### src/rtl/pad_stream_gen.sv
// One-time-pad keystream generator: a Galois LFSR advanced STEPS times per word,
// emitting a counted run of key words over a valid/ready handshake.
module pad_stream_gen #(
    parameter int                 WIDTH = 32,
    parameter logic [WIDTH-1:0]   TAPS  = WIDTH'(32'h80200003),
    parameter int                 STEPS = 8,
    parameter int                 LEN_W = 16
) (
    input  logic             clk,
    input  logic             reset,
    input  logic [WIDTH-1:0] seed,
    input  logic             load,
    input  logic             start,
    input  logic [LEN_W-1:0] pad_len,
    input  logic             abort,
    output logic [WIDTH-1:0] key,
    output logic             key_valid,
    input  logic             key_ready,
    output logic             busy,
    output logic             done,
    output logic             seed_err,
    output logic [1:0]       state_dbg,
    output logic [WIDTH-1:0] lfsr_dbg
);

    // Handshake: a word transfers on any rising edge where key_valid & key_ready;
    // key and key_valid stay stable until then, and key_valid never depends on key_ready.

    localparam int            SW   = (STEPS > 1) ? $clog2(STEPS) : 1;
    localparam logic [SW-1:0] LAST = SW'(STEPS - 1);

    typedef enum logic [1:0] {
        IDLE = 2'd0,
        RUN  = 2'd1,
        HOLD = 2'd2,
        DONE = 2'd3
    } state_t;

    state_t           state_q, state_d;
    logic [WIDTH-1:0] lfsr_q, lfsr_d;
    logic [WIDTH-1:0] key_q, key_d;
    logic [SW-1:0]    step_cnt_q, step_cnt_d;
    logic [LEN_W-1:0] remaining_q, remaining_d;
    logic             key_valid_q, key_valid_d;
    logic             busy_q, busy_d;
    logic             done_q, done_d;
    logic             seed_err_q, seed_err_d;
    logic [WIDTH-1:0] lfsr_step;

    assign lfsr_step = (lfsr_q >> 1) ^ (lfsr_q[0] ? TAPS : '0);

    always_ff @(posedge clk or posedge reset) begin
        if (reset) begin
            state_q     <= IDLE;
            lfsr_q      <= '1;
            key_q       <= '0;
            step_cnt_q  <= '0;
            remaining_q <= '0;
            key_valid_q <= 1'b0;
            busy_q      <= 1'b0;
            done_q      <= 1'b0;
            seed_err_q  <= 1'b0;
        end else begin
            state_q     <= state_d;
            lfsr_q      <= lfsr_d;
            key_q       <= key_d;
            step_cnt_q  <= step_cnt_d;
            remaining_q <= remaining_d;
            key_valid_q <= key_valid_d;
            busy_q      <= busy_d;
            done_q      <= done_d;
            seed_err_q  <= seed_err_d;
        end
    end

    always_comb begin
        state_d     = state_q;
        lfsr_d      = lfsr_q;
        key_d       = key_q;
        step_cnt_d  = step_cnt_q;
        remaining_d = remaining_q;
        key_valid_d = key_valid_q;
        seed_err_d  = seed_err_q;

        if (abort) begin
            // LFSR is deliberately left alone so the next pad resumes the stream.
            state_d     = IDLE;
            key_valid_d = 1'b0;
        end else begin
            case (state_q)
                IDLE: begin
                    if (load) begin
                        lfsr_d     = (seed == '0) ? '1 : seed;
                        seed_err_d = (seed == '0);
                    end
                    if (start) begin
                        if (pad_len != '0) begin
                            remaining_d = pad_len;
                            step_cnt_d  = '0;
                            state_d     = RUN;
                        end else begin
                            state_d = DONE;
                        end
                    end
                end
                RUN: begin
                    lfsr_d = lfsr_step;
                    if (step_cnt_q == LAST) begin
                        key_d       = lfsr_step;
                        key_valid_d = 1'b1;
                        step_cnt_d  = '0;
                        state_d     = HOLD;
                    end else begin
                        step_cnt_d = step_cnt_q + 1'b1;
                    end
                end
                HOLD: begin
                    if (key_ready) begin
                        key_valid_d = 1'b0;
                        remaining_d = remaining_q - 1'b1;
                        step_cnt_d  = '0;
                        state_d     = (remaining_q == LEN_W'(1)) ? DONE : RUN;
                    end
                end
                DONE: state_d = IDLE;
                default: state_d = IDLE;
            endcase
        end

        // busy and done are registered views of the state being entered.
        busy_d = (state_d == RUN) || (state_d == HOLD);
        done_d = (state_d == DONE);
    end

    assign key       = key_q;
    assign key_valid = key_valid_q;
    assign busy      = busy_q;
    assign done      = done_q;
    assign seed_err  = seed_err_q;
    assign state_dbg = state_q;
    assign lfsr_dbg  = lfsr_q;

endmodule
### config.mk
export PLATFORM = sky130hd
export DESIGN_NAME = pad_stream_gen
export DESIGN_NICKNAME = d
export VERILOG_FILES = /design/src/rtl/pad_stream_gen.sv
export SDC_FILE = /design/constraint.sdc
export NUM_CORES = 1
export LEC_CHECK = 0
export CORE_MARGIN = 8
export CORE_UTILIZATION = 68
export DETAILED_ROUTE_END_ITERATION = 12
export DONT_BUFFER_PORTS = 1
export PLACE_DENSITY_LB_ADDON = 0.1
export SKIP_LAST_GASP = 1
export SLEW_MARGIN = 0
export SYNTH_ARGS = -nofsm -noshare
export SYNTH_HDL_FRONTEND = slang
export SYNTH_SLANG_ARGS = --single-unit
### constraint.sdc
create_clock -name clk -period 7.55 [get_ports clk]
set_input_delay 0.755 -clock clk [delete_from_list [all_inputs] [get_ports clk]]
set_output_delay 0.755 -clock clk [all_outputs]
set_load 0.01 [all_outputs]
# ---- After elaboration in Yosys (flattened, before gate mapping)
# Index checks and enable logic that the tools add are counted.
dict set report totals {
  elab_cells 65
  in_bits 54
  reg_bits 89
  out_inout_bits 70
}
dict set report op_classes {
  n_addsub 2
  eq_ne 14
  n_reduce_logical 14
  n_mux 24
  bitwise 2
}
# operator n
set op_table {}
lappend op_table {{two-way mux 32 bit} 3}
lappend op_table {{case mux 32 bit (2 select lines)} 1}
lappend op_table {{two-way mux 16 bit} 3}
lappend op_table {{zero test 32 bit} 1}
lappend op_table {{case mux 16 bit (2 select lines)} 1}
lappend op_table {{XOR 31 x 32 -> 32 bit} 1}
lappend op_table {{== test 16 x 1 -> 1 bit (second input constant)} 1}
lappend op_table {{nonzero test 16 bit} 1}
lappend op_table {{subtractor 16 x 1 -> 16 bit (second input constant)} 1}
lappend op_table {{two-way mux 2 bit} 6}
lappend op_table {{two-way mux 3 bit} 4}
lappend op_table {{AND reduction 3 bit} 4}
lappend op_table {{AND reduction 5 bit} 2}
lappend op_table {{case mux 3 bit (3 select lines)} 1}
lappend op_table {{== test 2 bit (second input constant)} 4}
lappend op_table {{inequality test 2 bit (second input constant)} 4}
lappend op_table {{case mux 2 bit (4 select lines)} 1}
lappend op_table {{inequality test 3 bit (second input constant)} 2}
lappend op_table {{nonzero test 3 bit} 2}
lappend op_table {{== test 2 x 1 -> 1 bit (second input constant)} 2}
lappend op_table {{nonzero test 2 bit} 2}
lappend op_table {{adder 3 x 1 -> 3 bit (second input constant)} 1}
lappend op_table {{== test 3 bit (second input constant)} 1}
lappend op_table {{two-way mux 1 bit} 3}
lappend op_table {{4 further kinds} 4}

# ---- Logic depth before layout (Yosys ltp)
dict set report logic_depth {
  word_depth 7
  mapped_depth 10
  depth_no_buf 8
}

# ---- Worst setup path after synthesis
# OpenSTA, ideal clock, no wires.
dict set report synth_timing {
  path_kind {input-to-reg}
  start {in abort}
  end {reg key_q[10] (netlist: key[10])}
  path_slack_ps 5462
  cell_stages 4
  n_path_buf 2
  required_time_ps 7425
  setup_ps 125
  t_arrival_ps 1963
  path_cell_list {clkbuf_1 > nand3b_1 > clkbuf_1 > mux2_2}
}
dict set report synth_between {
  elab_chain_len 2
}
# element line_no
set synth_lines {}
lappend synth_lines {{from (decl)} 15} ;# input logic abort,
lappend synth_lines {{NOT 1 bit (no line)} n/a}
lappend synth_lines {{AND reduction 3 bit (no line)} n/a}
lappend synth_lines {{to (signal assigned)} 66} ;# key_q <= key_d;
lappend synth_lines {{to (decl)} 41} ;# logic [WIDTH-1:0] key_q, key_d;
# No other way between the ends.
# A chain may end at the register's enable or synchronous reset.

# ---- Final worst setup path
dict set report layout_timing {
  start {reg state_q[0] (netlist: state_dbg[0])}
  end {reg remaining_q[2]}
}
dict set report layout_between {
  elab_chain_len 3
  elab_cells_between_ends 8
  cone_classes {eq/ne: 4; mux: 1; reduce/logical: 3}
}
# element line_no
set layout_lines {}
lappend layout_lines {{from (decl)} 39} ;# state_t state_q, state_d;
lappend layout_lines {{from (signal assigned)} 64} ;# state_q <= state_d;
lappend layout_lines {{== test 2 bit or zero test 2 bit (tied branches)} 90} ;# case (state_q)
lappend layout_lines {{inequality test 2 bit (no line) or nonzero test 2 bit (tied branches)} n/a}
lappend layout_lines {{AND reduction 5 bit (no line)} n/a}
lappend layout_lines {{to (signal assigned)} 68} ;# remaining_q <= remaining_d;
lappend layout_lines {{to (decl)} 43} ;# logic [LEN_W-1:0] remaining_q, remaining_d;
# Several ways; a longest one is shown, not always the timed one.

==> impl_metrics.env <==
export IMPL_routabilityCongestion=0.857
export IMPL_die_w_um=98.5
export IMPL_synthCells=460
export IMPL_portBuffers=0
export IMPL_finish_instance_area_um2=4610
export IMPL_synth_cell_types=59
export IMPL_drt_iter0_drc=199
export IMPL_peakVddDrop_uv=177
export IMPL_ctsLongestPathBuffers=2
export IMPL_ant_nets=0
export IMPL_die_y_um=98.5
export IMPL_gr_usage_all_layers=0.217
export IMPL_path_max_fanout=29
export IMPL_p_leak_nw=1.98
export IMPL_postCtsResizedCells=0
export IMPL_ys_dominant_reg_cell="dfrtp_1"
export IMPL_yosys_area_share_xor_xnor=0.00567
export IMPL_period_minus_slack_ns=2.91
export IMPL_holdWs_ns=0.273
export IMPL_tightest_slew_ns=1.21
export IMPL_syn_nets=522
export IMPL_setup_slack_ns=4.64
export IMPL_post_route_period_util=0.386
export IMPL_ys_seq_area_frac=0.489
export IMPL_rrSetupSlack_ns=4.64
export IMPL_core_um2=6680
export IMPL_syn2layout_area_growth_pct=-0.567
export IMPL_worst_ep_arrival_time_ns=3.19
export IMPL_final_common_cell="dfrtp_1"
export IMPL_num_nets_final=478
export IMPL_post_cts_setup_buffers=0
export IMPL_grt_start_max_net_pins=65
export IMPL_wl_per_cell_um=21.1
export IMPL_synth_edff_count=0
export IMPL_dp_cells=485
export IMPL_place_area_um2=4410
export IMPL_drv_cap=0
export IMPL_num_vias=3303
export IMPL_outcome="finished clean"
export IMPL_drt_total_wl_mm=10.6
export IMPL_grt_pass1_wl_mm=17.0
export IMPL_fmax_ghz=0.343
export IMPL_vias_per_cell=6.59
export IMPL_async_flop_share=1.00
export IMPL_p_total_mw=1.24
export IMPL_clk_pin_slew_ns=0.09
export IMPL_hold_class="input pin to async pin"
export IMPL_rsz0062_at_grt="no"
export IMPL_drc_errors=0
export IMPL_cts_buffers=9
export IMPL_r2r_worst_path_cells=8
export IMPL_placementRows=30
export IMPL_setup_tns_ns=0
export IMPL_setup_viol=0
export IMPL_crit_required_ns=7.83
export IMPL_reg2reg_from="state_dbg[0]"
export IMPL_setup_worst_path_end_class="register"
export IMPL_htreeDepth=3
export IMPL_p_per_area_nw_per_um2=270
export IMPL_path_class="register to register"
export IMPL_ios=124
export IMPL_timing_rr_end="remaining_q[2]"
export IMPL_synthAdderAreaFrac=0.0216
export IMPL_antenna_found_initial=0
export IMPL_grt_overflow=0
export IMPL_tritoncts="built"
export IMPL_drive_above_1_share=0.223
export IMPL_cts_sinks=89
export IMPL_hold_viol_final=0
export IMPL_grt_pass1_vias=3106
export IMPL_muxShareOfSynthArea=0.0859
export IMPL_clock_skew_ns=0.0159
export IMPL_yosysWarningCount=0
export IMPL_synth_compound_area_share=0.166
export IMPL_cts_hold_buffers=0
export IMPL_ys_ff_latch=89
export IMPL_synthSimpleGateAreaFrac=0.144
export IMPL_initial_core_util=0.693
export IMPL_cp_start_kind="register"
export IMPL_fin_util=0.690
export IMPL_relSlewSlack=0.190
export IMPL_clk_latency_ns=0.35
export IMPL_layout_common_cells="dfrtp_1, nand2_1, o21ai_0, dfstp_2"
export IMPL_syn_area_um2=4630
export IMPL_diodes=0
export IMPL_clockRootBuffer="clkbuf_8"
export IMPL_place_hpwl_mm=7.81
export IMPL_first_pass_iters=4
export IMPL_synth_top_family_by_area="compound AO/OA/AOI/OAI gates"
export IMPL_slew_violations=0
export IMPL_layoutNonFillerInstCount=501
export IMPL_syn_area_per_cell_um2=10.1
export IMPL_dp_slack_ns=4.69
export IMPL_die_area_um2=9710
area by class of cell:
type                       instances  area, µm²
timing repair buffer               3       22.5
clock inverter                     6       71.3
tap                               80        100
multi-input combinational        299       1960
clock buffer                      10        128
fill                             512       2070
inverter                          14       53.8
sequential                        89       2270
worst max-delay path, cell delays in order, from the launching register on:
cell and delay [ns]:
dfrtp_1 0.46, inv_1 0.15, ha_1 0.81, nand2_1 0.24, a211oi_1 0.37, o21ai_1 0.14, buf_4 0.25, o32ai_1 0.30
a211o_1 0.13
cells by family (layout without fill, tap and decap cells):
| logic type | Yosys count | after routing |
|---|---|---|
| simple gates | 130 | 130 |
| compound gates | 122 | 122 |
| fa+ha+maj | 8 | 8 |
| flops | 89 | 89 |
| mux | 36 | 36 |
| xor+xnor | 3 | 3 |
| buf+inv | 72 | 33 |
state kept, by name, indices dropped and copies added (netlist names):
name         count
key             32
done             1
remaining_q     16
key_valid        1
step_cnt_q       3
lfsr_dbg        32
state_dbg        2
busy             1
seed_err         1
where the power goes:
| group | internal [mW] | switching, mW |
|---|---|---|
| logic | 0.0818 | 0.107 |
| clock network | 0.157 | 0.173 |
| registers | 0.593 | 0.131 |
| total | 0.831 | 0.411 |
worst max path at each step:
stage / from / end / slack [ns] / depth (start not counted)
2_1_floorplan: reset / busy / 4.54 / 1
3_3_place_gp: seed[1] / lfsr_dbg[6] / 4.66 / 5
3_5_place_dp: seed[1] / lfsr_dbg[2] / 4.69 / 5
4_1_cts: state_dbg[0] / remaining_q[2] / 4.65 / 8
5_1_grt: state_dbg[0] / remaining_q[10] / 4.38 / 8
6_report: state_dbg[0] / remaining_q[2] / 4.64 / 8
synth_stat cells (all sizes together), types with 2 or more instances:
| master | instances | share of area |
|---|---|---|
| dfrtp | 57 | 0.31 |
| nand2 | 56 | 0.045 |
| o21ai | 48 | 0.053 |
| buf | 40 | 0.061 |
| dfstp | 32 | 0.18 |
| mux2 | 30 | 0.073 |
| o22ai | 29 | 0.039 |
| clkbuf | 18 | 0.015 |
| nor2 | 18 | 0.015 |
| nor4 | 17 | 0.028 |
| inv | 14 | 0.011 |
| a21oi | 9 | 0.0097 |
| ha | 8 | 0.022 |
| mux2i | 6 | 0.013 |
| nor3 | 6 | 0.0076 |
| a211o | 5 | 0.0095 |
| nand4 | 5 | 0.0068 |
| a211oi | 4 | 0.0065 |
| nand3 | 4 | 0.0043 |
| o211ai | 4 | 0.0065 |
| nand2b | 3 | 0.0041 |
| nor2b | 3 | 0.0041 |
| nor4b | 3 | 0.0070 |
| o22a | 3 | 0.0059 |
| o32ai | 3 | 0.0057 |
| or2 | 3 | 0.0041 |
| or3 | 3 | 0.0041 |
| xnor2 | 3 | 0.0057 |
| a22oi | 2 | 0.0032 |
| and2 | 2 | 0.0027 |
| and3 | 2 | 0.0027 |
| nand3b | 2 | 0.0032 |
| nor3b | 2 | 0.0032 |
| o21a | 2 | 0.0032 |
| o31ai | 2 | 0.0032 |
metal layers:
layer / share of wire / global-route usage / routed length, µm
met5: 0 / 0 / 0
met4: 0.012 / 0.0720 / 122
met3: 0.11 / 0.0712 / 1150
met2: 0.46 / 0.329 / 4900
met1: 0.42 / 0.286 / 4390
Note: power is estimated with default switching activity, not from simulation.
